`src/rtl/video_capture111.sv`:
```
// Frame capture sink for a 1-bit-per-channel parallel video stream.
// After an arm request, one full frame of the selected colour channel is
// captured and packed 16 pixels per word (LSB first) onto a write port.
module video_capture111 #(
    parameter int HACTIVE = 640,
    parameter int VACTIVE = 480,
    parameter int CHANNEL = 0,
    parameter int VS_POL  = 0,
    parameter int AW      = 16,
    parameter int BASE    = 0
) (
    input  logic          clk,
    input  logic          reset,
    input  logic          red,
    input  logic          grn,
    input  logic          blu,
    input  logic          vsync,
    input  logic          active,
    input  logic          arm,
    output logic          busy,
    output logic          done,
    output logic          err_len,
    output logic          err_short,
    output logic [AW-1:0] waddr,
    output logic [15:0]   wdata,
    output logic          we
);

    localparam int PW = $clog2(HACTIVE + 1);
    localparam int LW = $clog2(VACTIVE + 1);

    localparam logic [PW-1:0] PIX_MAX   = '1;
    localparam logic [PW-1:0] PIX_LINE  = PW'(HACTIVE);
    localparam logic [LW-1:0] LINE_LAST = LW'(VACTIVE);
    localparam logic [AW-1:0] ADDR_BASE = AW'(BASE);
    localparam logic          VS_LVL    = (VS_POL != 0);

    typedef enum logic [1:0] {
        StIdle,
        StWaitVs,
        StCapture,
        StDone
    } state_e;

    state_e        state;
    logic          red_s1, grn_s1, blu_s1, vs_s1, act_s1;
    logic          vs_prev, act_prev;
    logic [PW-1:0] pix_cnt;
    logic [LW-1:0] line_cnt;
    logic [15:0]   shreg;

    logic          pix_bit;
    logic          vs_assert;
    logic          line_end;
    logic          partial;
    logic [LW-1:0] line_next;

    // Channel select, edge detection and line bookkeeping from stage-1 values.
    always_comb begin
        pix_bit = red_s1;
        if (CHANNEL == 1) begin
            pix_bit = grn_s1;
        end else if (CHANNEL == 2) begin
            pix_bit = blu_s1;
        end
        vs_assert = (vs_s1 == VS_LVL) && (vs_prev != VS_LVL);
        line_end  = act_prev && !act_s1;
        partial   = (pix_cnt[3:0] != 4'd0);
        line_next = line_cnt + LW'(1);
    end

    // Input stage, capture FSM, packing and write port.
    always_ff @(posedge clk) begin
        if (reset) begin
            state     <= StIdle;
            red_s1    <= 1'b0;
            grn_s1    <= 1'b0;
            blu_s1    <= 1'b0;
            vs_s1     <= 1'b0;
            act_s1    <= 1'b0;
            vs_prev   <= 1'b0;
            act_prev  <= 1'b0;
            pix_cnt   <= '0;
            line_cnt  <= '0;
            shreg     <= '0;
            busy      <= 1'b0;
            done      <= 1'b0;
            err_len   <= 1'b0;
            err_short <= 1'b0;
            waddr     <= ADDR_BASE;
            wdata     <= '0;
            we        <= 1'b0;
        end else begin
            red_s1   <= red;
            grn_s1   <= grn;
            blu_s1   <= blu;
            vs_s1    <= vsync;
            act_s1   <= active;
            vs_prev  <= vs_s1;
            act_prev <= act_s1;

            we <= 1'b0;
            // Address advances the cycle after each strobe.
            if (we) begin
                waddr <= waddr + AW'(1);
            end

            case (state)
                StIdle: begin
                    if (arm) begin
                        busy  <= 1'b1;
                        state <= StWaitVs;
                    end
                end

                StWaitVs: begin
                    if (vs_assert) begin
                        pix_cnt  <= '0;
                        line_cnt <= '0;
                        shreg    <= '0;
                        state    <= StCapture;
                    end
                end

                StCapture: begin
                    if (line_end) begin
                        if (partial) begin
                            wdata <= shreg;
                            we    <= 1'b1;
                            shreg <= '0;
                        end
                        if (pix_cnt != PIX_LINE) begin
                            err_len <= 1'b1;
                        end
                        pix_cnt  <= '0;
                        line_cnt <= line_next;
                        if (line_next == LINE_LAST) begin
                            busy  <= 1'b0;
                            done  <= 1'b1;
                            state <= StDone;
                        end else if (vs_assert) begin
                            err_short <= 1'b1;
                            busy      <= 1'b0;
                            done      <= 1'b1;
                            state     <= StDone;
                        end
                    end else if (vs_assert) begin
                        // Frame ended early: emit what has been gathered.
                        if (partial) begin
                            wdata <= shreg;
                            we    <= 1'b1;
                            shreg <= '0;
                        end
                        err_short <= 1'b1;
                        busy      <= 1'b0;
                        done      <= 1'b1;
                        state     <= StDone;
                    end else if (act_s1) begin
                        if (pix_cnt[3:0] == 4'd15) begin
                            wdata <= {pix_bit, shreg[14:0]};
                            we    <= 1'b1;
                            shreg <= '0;
                        end else begin
                            shreg[pix_cnt[3:0]] <= pix_bit;
                        end
                        // Saturate so an overlong line can never alias to HACTIVE.
                        if (pix_cnt != PIX_MAX) begin
                            pix_cnt <= pix_cnt + PW'(1);
                        end
                    end
                end

                StDone: begin
                    if (arm) begin
                        done      <= 1'b0;
                        err_len   <= 1'b0;
                        err_short <= 1'b0;
                        waddr     <= ADDR_BASE;
                        busy      <= 1'b1;
                        state     <= StWaitVs;
                    end
                end

                default: state <= StIdle;
            endcase
        end
    end

endmodule

```
`config.mk`:
```
export PLATFORM = sky130hd
export DESIGN_NAME = video_capture111
export DESIGN_NICKNAME = d
export VERILOG_FILES = /design/src/rtl/video_capture111.sv
export SDC_FILE = /design/constraint.sdc
export NUM_CORES = 1
export LEC_CHECK = 0
export CORE_MARGIN = 2
export CORE_UTILIZATION = 45
export DETAILED_ROUTE_END_ITERATION = 8
export GPL_ROUTABILITY_DRIVEN = 0
export PLACE_DENSITY = 0.77
export SETUP_SLACK_MARGIN = 0.05
export SLEW_MARGIN = 0
export SYNTH_ARGS = -nofsm -noshare
export SYNTH_HDL_FRONTEND = slang
export SYNTH_SLANG_ARGS = --single-unit
```
`constraint.sdc`:
```
create_clock -name clk -period 3.1 [get_ports clk]
set_clock_uncertainty 0.2 [all_clocks]
set_input_delay 0.465 -clock clk [delete_from_list [all_inputs] [get_ports clk]]
set_output_delay 0.465 -clock clk [all_outputs]
set_load 0.1 [all_outputs]
```
---- Word-level counts from Yosys, hierarchy flattened ----
Cells that the tools add are included.
word-level totals
  bits of input ports ..................... 8
  output and inout bits ................... 37
  flip-flop bits (word level) ............. 79
  word-level logic and storage cells ...... 117
cells by class
  add/subtract/negate cells ............... 3
  mux-type cells .......................... 55
  order comparisons ....................... 2
  bitwise operators ....................... 2
  reduce and logical (&&, ||, !) cells .... 22
  equality and inequality tests ........... 17
operators with widths
  kind                                                        count
  two-way mux 16 bit                                          14
  two-way mux 10 bit                                          5
  case mux 16 bit (2 select lines)                            1
  != test 10 bit, second input constant                       2
  case mux 10 bit (2 select lines)                            1
  two-way mux 1 bit                                           19
  two-way mux 9 bit                                           2
  case mux 9 bit (2 select lines)                             1
  adder 16 x 1 -> 16 bit, second input constant               1
  bitwise mux 16 bit                                          1
  != test 3 bit, second input constant                        4
  AND reduction 3 bit                                         4
  adder 10 x 1 -> 10 bit, second input constant               1
  two-way mux 2 bit                                           5
  adder 9 x 1 -> 9 bit, second input constant                 1
  == test 9 bit, second input constant                        1
  != test 2 bit, second input constant                        4
  case mux 1 bit (2 select lines)                             4
  case mux 2 bit (3 select lines)                             1
  AND reduction 2 bit                                         3
  nonzero test 2 bit                                          3
  nonzero test 3 bit                                          2
  less-than comparator 4 x 5 -> 1 bit, second input constant  1
  AND reduction 5 bit                                         1
  14 further kinds                                            19

---- Logic depth before layout (Yosys ltp) ----
  depth after elaboration ................. 10
  mapped depth ............................ 9
  mapped depth without buffers ............ 7

---- Worst setup path before layout ----
No wires, ideal clock.
  path kind ............................... register -> register
  start ................................... register we
  end ..................................... register waddr[15]
  data required time ...................... 2.830 ns
  library setup time ...................... 0.070 ns
  stages on the path, launching flop included .. 6
  path slack .............................. 0.590 ns
  arrival ................................. 2.240 ns
  path buffers ............................ 0
  period minus slack after synthesis ...... 2.510 ns
  path through ............................ dfxtp_1 -> and4_1 -> and2_1 -> nand3_1 -> or3_1 -> a21oi_1
on the way
  cells in the longest elaborated chain, start to end .. 3
ends and longest elaborated chain
  item                    RTL line  RTL
  from (decl)             26        output logic we
  from (signal assigned)  92        we <= 1'b0;
  from (signal assigned)  102       we <= 1'b0;
  from (signal assigned)  129       we <= 1'b1;
  two-way mux 16 bit *    104       if (we) begin
  two-way mux 16 bit      174       if (arm) begin
  two-way mux 16 bit *    108       case (state)
  to (signal assigned)    105       waddr <= waddr + AW'(1);
  to (decl)               24        output logic [AW-1:0] waddr,
Every way passes the cells marked *; elsewhere a longest branch is shown, timed or not.
A chain may end at the register's enable or synchronous reset.

---- Final worst setup path ----
  start ................................... register pix_cnt[0]
  end ..................................... register shreg[14]
on the way
  cells in the longest elaborated chain, start to end .. 10
  elaborated cells on any way between the ends .. 14
  those cells by class .................... 2 x order compare; 1 x eq/ne; 9 x mux; 2 x reduce/logical
ends and longest elaborated chain
  item                                                                                                              RTL line  RTL
  from (decl)                                                                                                       48        logic [PW-1:0] pix_cnt;
  from (signal assigned)                                                                                            168       pix_cnt <= pix_cnt + PW'(1);
  less-than comparator 4 x 5 -> 1 bit (implied by the code) / >= comparator 4 x 1 -> 1 bit (equally long branches)  164       shreg[pix_cnt[3:0]] <= pix_bit;
  logical AND 1 bit (implied by the code)                                                                           164
  two-way mux 1 bit (implied by the code)                                                                           164
  demux 1 bit (select 4 bit)                                                                                        164
  bitwise mux 16 bit                                                                                                164
  two-way mux 16 bit                                                                                                159       if (pix_cnt[3:0] == 4'd15) begin
  two-way mux 16 bit                                                                                                158       end else if (act_s1) begin
  two-way mux 16 bit                                                                                                147       end else if (vs_assert) begin
  two-way mux 16 bit *                                                                                              126       if (line_end) begin
  case mux 16 bit (2 select lines) *                                                                                108
  to (signal, indexed assignment)                                                                                   164
  to (decl)                                                                                                         50        logic [15:0] shreg;
Every way passes the cells marked *; elsewhere a longest branch is shown, timed or not. The select of a mux whose other input is x is not followed.

==> results_dict.tcl <==
set metrics [dict create \
    drv_cap 0 \
    status "finished clean" \
    final_common_cell "dfxtp_1" \
    placed_area_mm2 0.00424 \
    row_count 33 \
    ys_seq_area_frac 0.406 \
    syn_to_final_growth_pct 13.9 \
    vias_per_cell 5.91 \
    drtIter0Drc 168 \
    num_antenna_cells 0 \
    initial_core_util 0.470 \
    crit_fanout 15 \
    fin_ws_ns 0.454 \
    synth_area_mm2 0.00390 \
    dieHeight_um 97.1 \
    finalNetCount 493 \
    swShare 0.351 \
    grt_max_degree 35 \
    p_total_uw 2500 \
    design_area_mm2 0.00444 \
    power_leakage_uw 0.00175 \
    fin_setup_tns_ns 0 \
    critPathCaptureType "flip-flop" \
    fp.coreArea_mm2 0.00830 \
    worstPathCellList "inv_1, ha_1, and4bb_2, o21ai_0, nand3_1, or3_1, a21oi_1" \
    hold-worst-slack_ns 0.272 \
    rsz0062_at_grt "no" \
    die_area_mm2 0.00942 \
    crit_required_ns 3.19 \
    ir_drop_v 0.000271 \
    wire_per_inst_um 14.8 \
    grt_overflow 0 \
    grt_use_total 0.192 \
    post_cts_buffers 0 \
    route.detailed.drc 0 \
    clkTransAtPathRegs_ns 0.08 \
    p_per_area_mw_per_mm2 564 \
    p_comb_frac 0.264 \
    ys_warn_count 0 \
    synth_nets 463 \
    drt_pre_antenna_iters 4 \
    wl_um 8680 \
    postCtsHoldBufs 0 \
    cpPeakStageDelay_ns 0.51 \
    ioPinCount 45 \
    period_share 0.853 \
    antenna_found_initial 0 \
    worstSkewPairLatency_ns 0.36 \
    clockPowerShare 0.303 \
    die-width_um 97.1 \
    ys_seq_elements 79 \
    hold_viol_final 0 \
    p_sw_uw 878 \
    first_global_vias 3310 \
    synthArstFlopShare 0 \
    place_ws_ns 0.470 \
    p_seq_frac 0.433 \
    portBuffers 42 \
    worstSetupPathType "flip-flop to flip-flop" \
    cts_tree "yes" \
    dpl.hpwl_um 6070 \
    cp_slowest_cell "or3_1" \
    intPower_uw 1620 \
    drive_above_1_share 0.152 \
    tightest_slew_ns 1.13 \
    cp-start-kind "flip-flop" \
    clockBufferDepth 2 \
    h-tree-depth 3 \
    syn_inst 445 \
    avgSynthCellArea_um2 8.76 \
    period_minus_slack_ns 2.65 \
    finalSetupViolations 0 \
    clock_sinks 79 \
    cp.arrival_ns 2.74 \
    ctsResizeCount 0 \
    grt_pass1_wl_um 15200 \
    yosys_most_used_dff "dfxtp_1" \
    synth.distinct_cells 64 \
    final_cell_mix "dfxtp_1, nor2_1, buf_4" \
    numCtsBuffers 9 \
    cts_root_buffer "clkbuf_8" \
    worst_hold_path_type "input port to flip-flop" \
    slew_headroom 0.250 \
    drv_slew 0 \
    fmax_mhz 378 \
    final_antenna_net_count 0 \
    vias 3456 \
    synth_edf_count 0 \
]
worst max-delay path: cells and delay by family (launching register included):
kind | cells | cell delay (ns)
flops | 1 | 0.41
fa+ha+maj | 1 | 0.31
simple gates | 3 | 1.29
buf+inv | 1 | 0.11
compound gates | 2 | 0.27
layer usage:
metal	track usage	vias to the layer above	part of all wire
met5	0	-	0
met4	0.0715	0	0.013
met3	0.0432	14	0.051
met2	0.327	96	0.48
met1	0.237	1655	0.45
li1	-	1691	-
Yosys cell counts (all sizes together) (5+ instances only):
cell type	instances	area, um^2
xnor2	8	70.1
nor2b	11	68.8
or3	5	31.3
mux2i	17	170
nand2	24	100
ha	10	125
dfxtp	79	1580
nand2b	6	45.0
clkbuf	11	41.3
o21ai	29	149
a31oi	19	119
a311oi	7	61.3
o211ai	6	45.0
nand3	15	80.1
a21oi	25	125
buf	16	104
nor2	54	205
nor3	12	71.3
nand4	11	68.8
xor2	11	96.3
inv	11	41.3
layout make-up:
type	instances	area, um^2
Multi-Input combinational cell	328	2130
Clock buffer	9	124
Fill cell	751	3860
Sequential cell	79	1580
Inverter	11	41.3
Tap cell	105	131
Timing Repair Buffer	46	353
Clock inverter	7	73.8
flip-flops by register name, summed over array words and instances (netlist names), 2 cells and up:
signal and count:
shreg 16, waddr 16, wdata 16, pix_cnt 10, line_cnt 9, state 2
power by group through the flow:
| stage | logic (uW) | clock network [uW] | registers (uW) |
|---|---|---|---|
| floorplan | 478 | 0 | 1150 |
| global route | 736 | 821 | 1090 |
| CTS | 657 | 781 | 1080 |
| global placement | 633 | 0 | 1100 |
| detailed placement | 653 | 0 | 1110 |
| finish | 662 | 758 | 1080 |
per-stage QoR:
stage                     utilization  std cells
final                           0.535        585
after global routing            0.535        585
after CTS                       0.535        585
after detailed placement        0.511        569
after global placement          0.511        569
after floorplan                     -        445
path summary, 6_finish.rpt:
| check | from | to | slack, ns | cells past startpoint |
|---|---|---|---|---|
| max | pix_cnt[0] | shreg[14] | 0.45 | 7 |
| min | reset | shreg[0] | 0.27 | 2 |
| max reg2reg | pix_cnt[0] | shreg[14] | 0.45 | 7 |
| min reg2reg | shreg[15] | shreg[15] | 0.28 | 1 |
cells by family (layout without fill, tap and decap cells):
| kind of cell | count (synthesis) | count (layout) | synth area share |
|---|---|---|---|
| AND/OR/NAND/NOR | 164 | 164 | 0.224 |
| AO/OA/AOI/OAI | 117 | 117 | 0.202 |
| buffers and inverters | 38 | 73 | 0.0478 |
| adder cells (fa/ha/maj) | 10 | 10 | 0.0321 |
| multiplexers | 18 | 18 | 0.0465 |
| flip-flops | 79 | 79 | 0.406 |
| XOR/XNOR | 19 | 19 | 0.0427 |
Power figures use the tool's default switching activity.
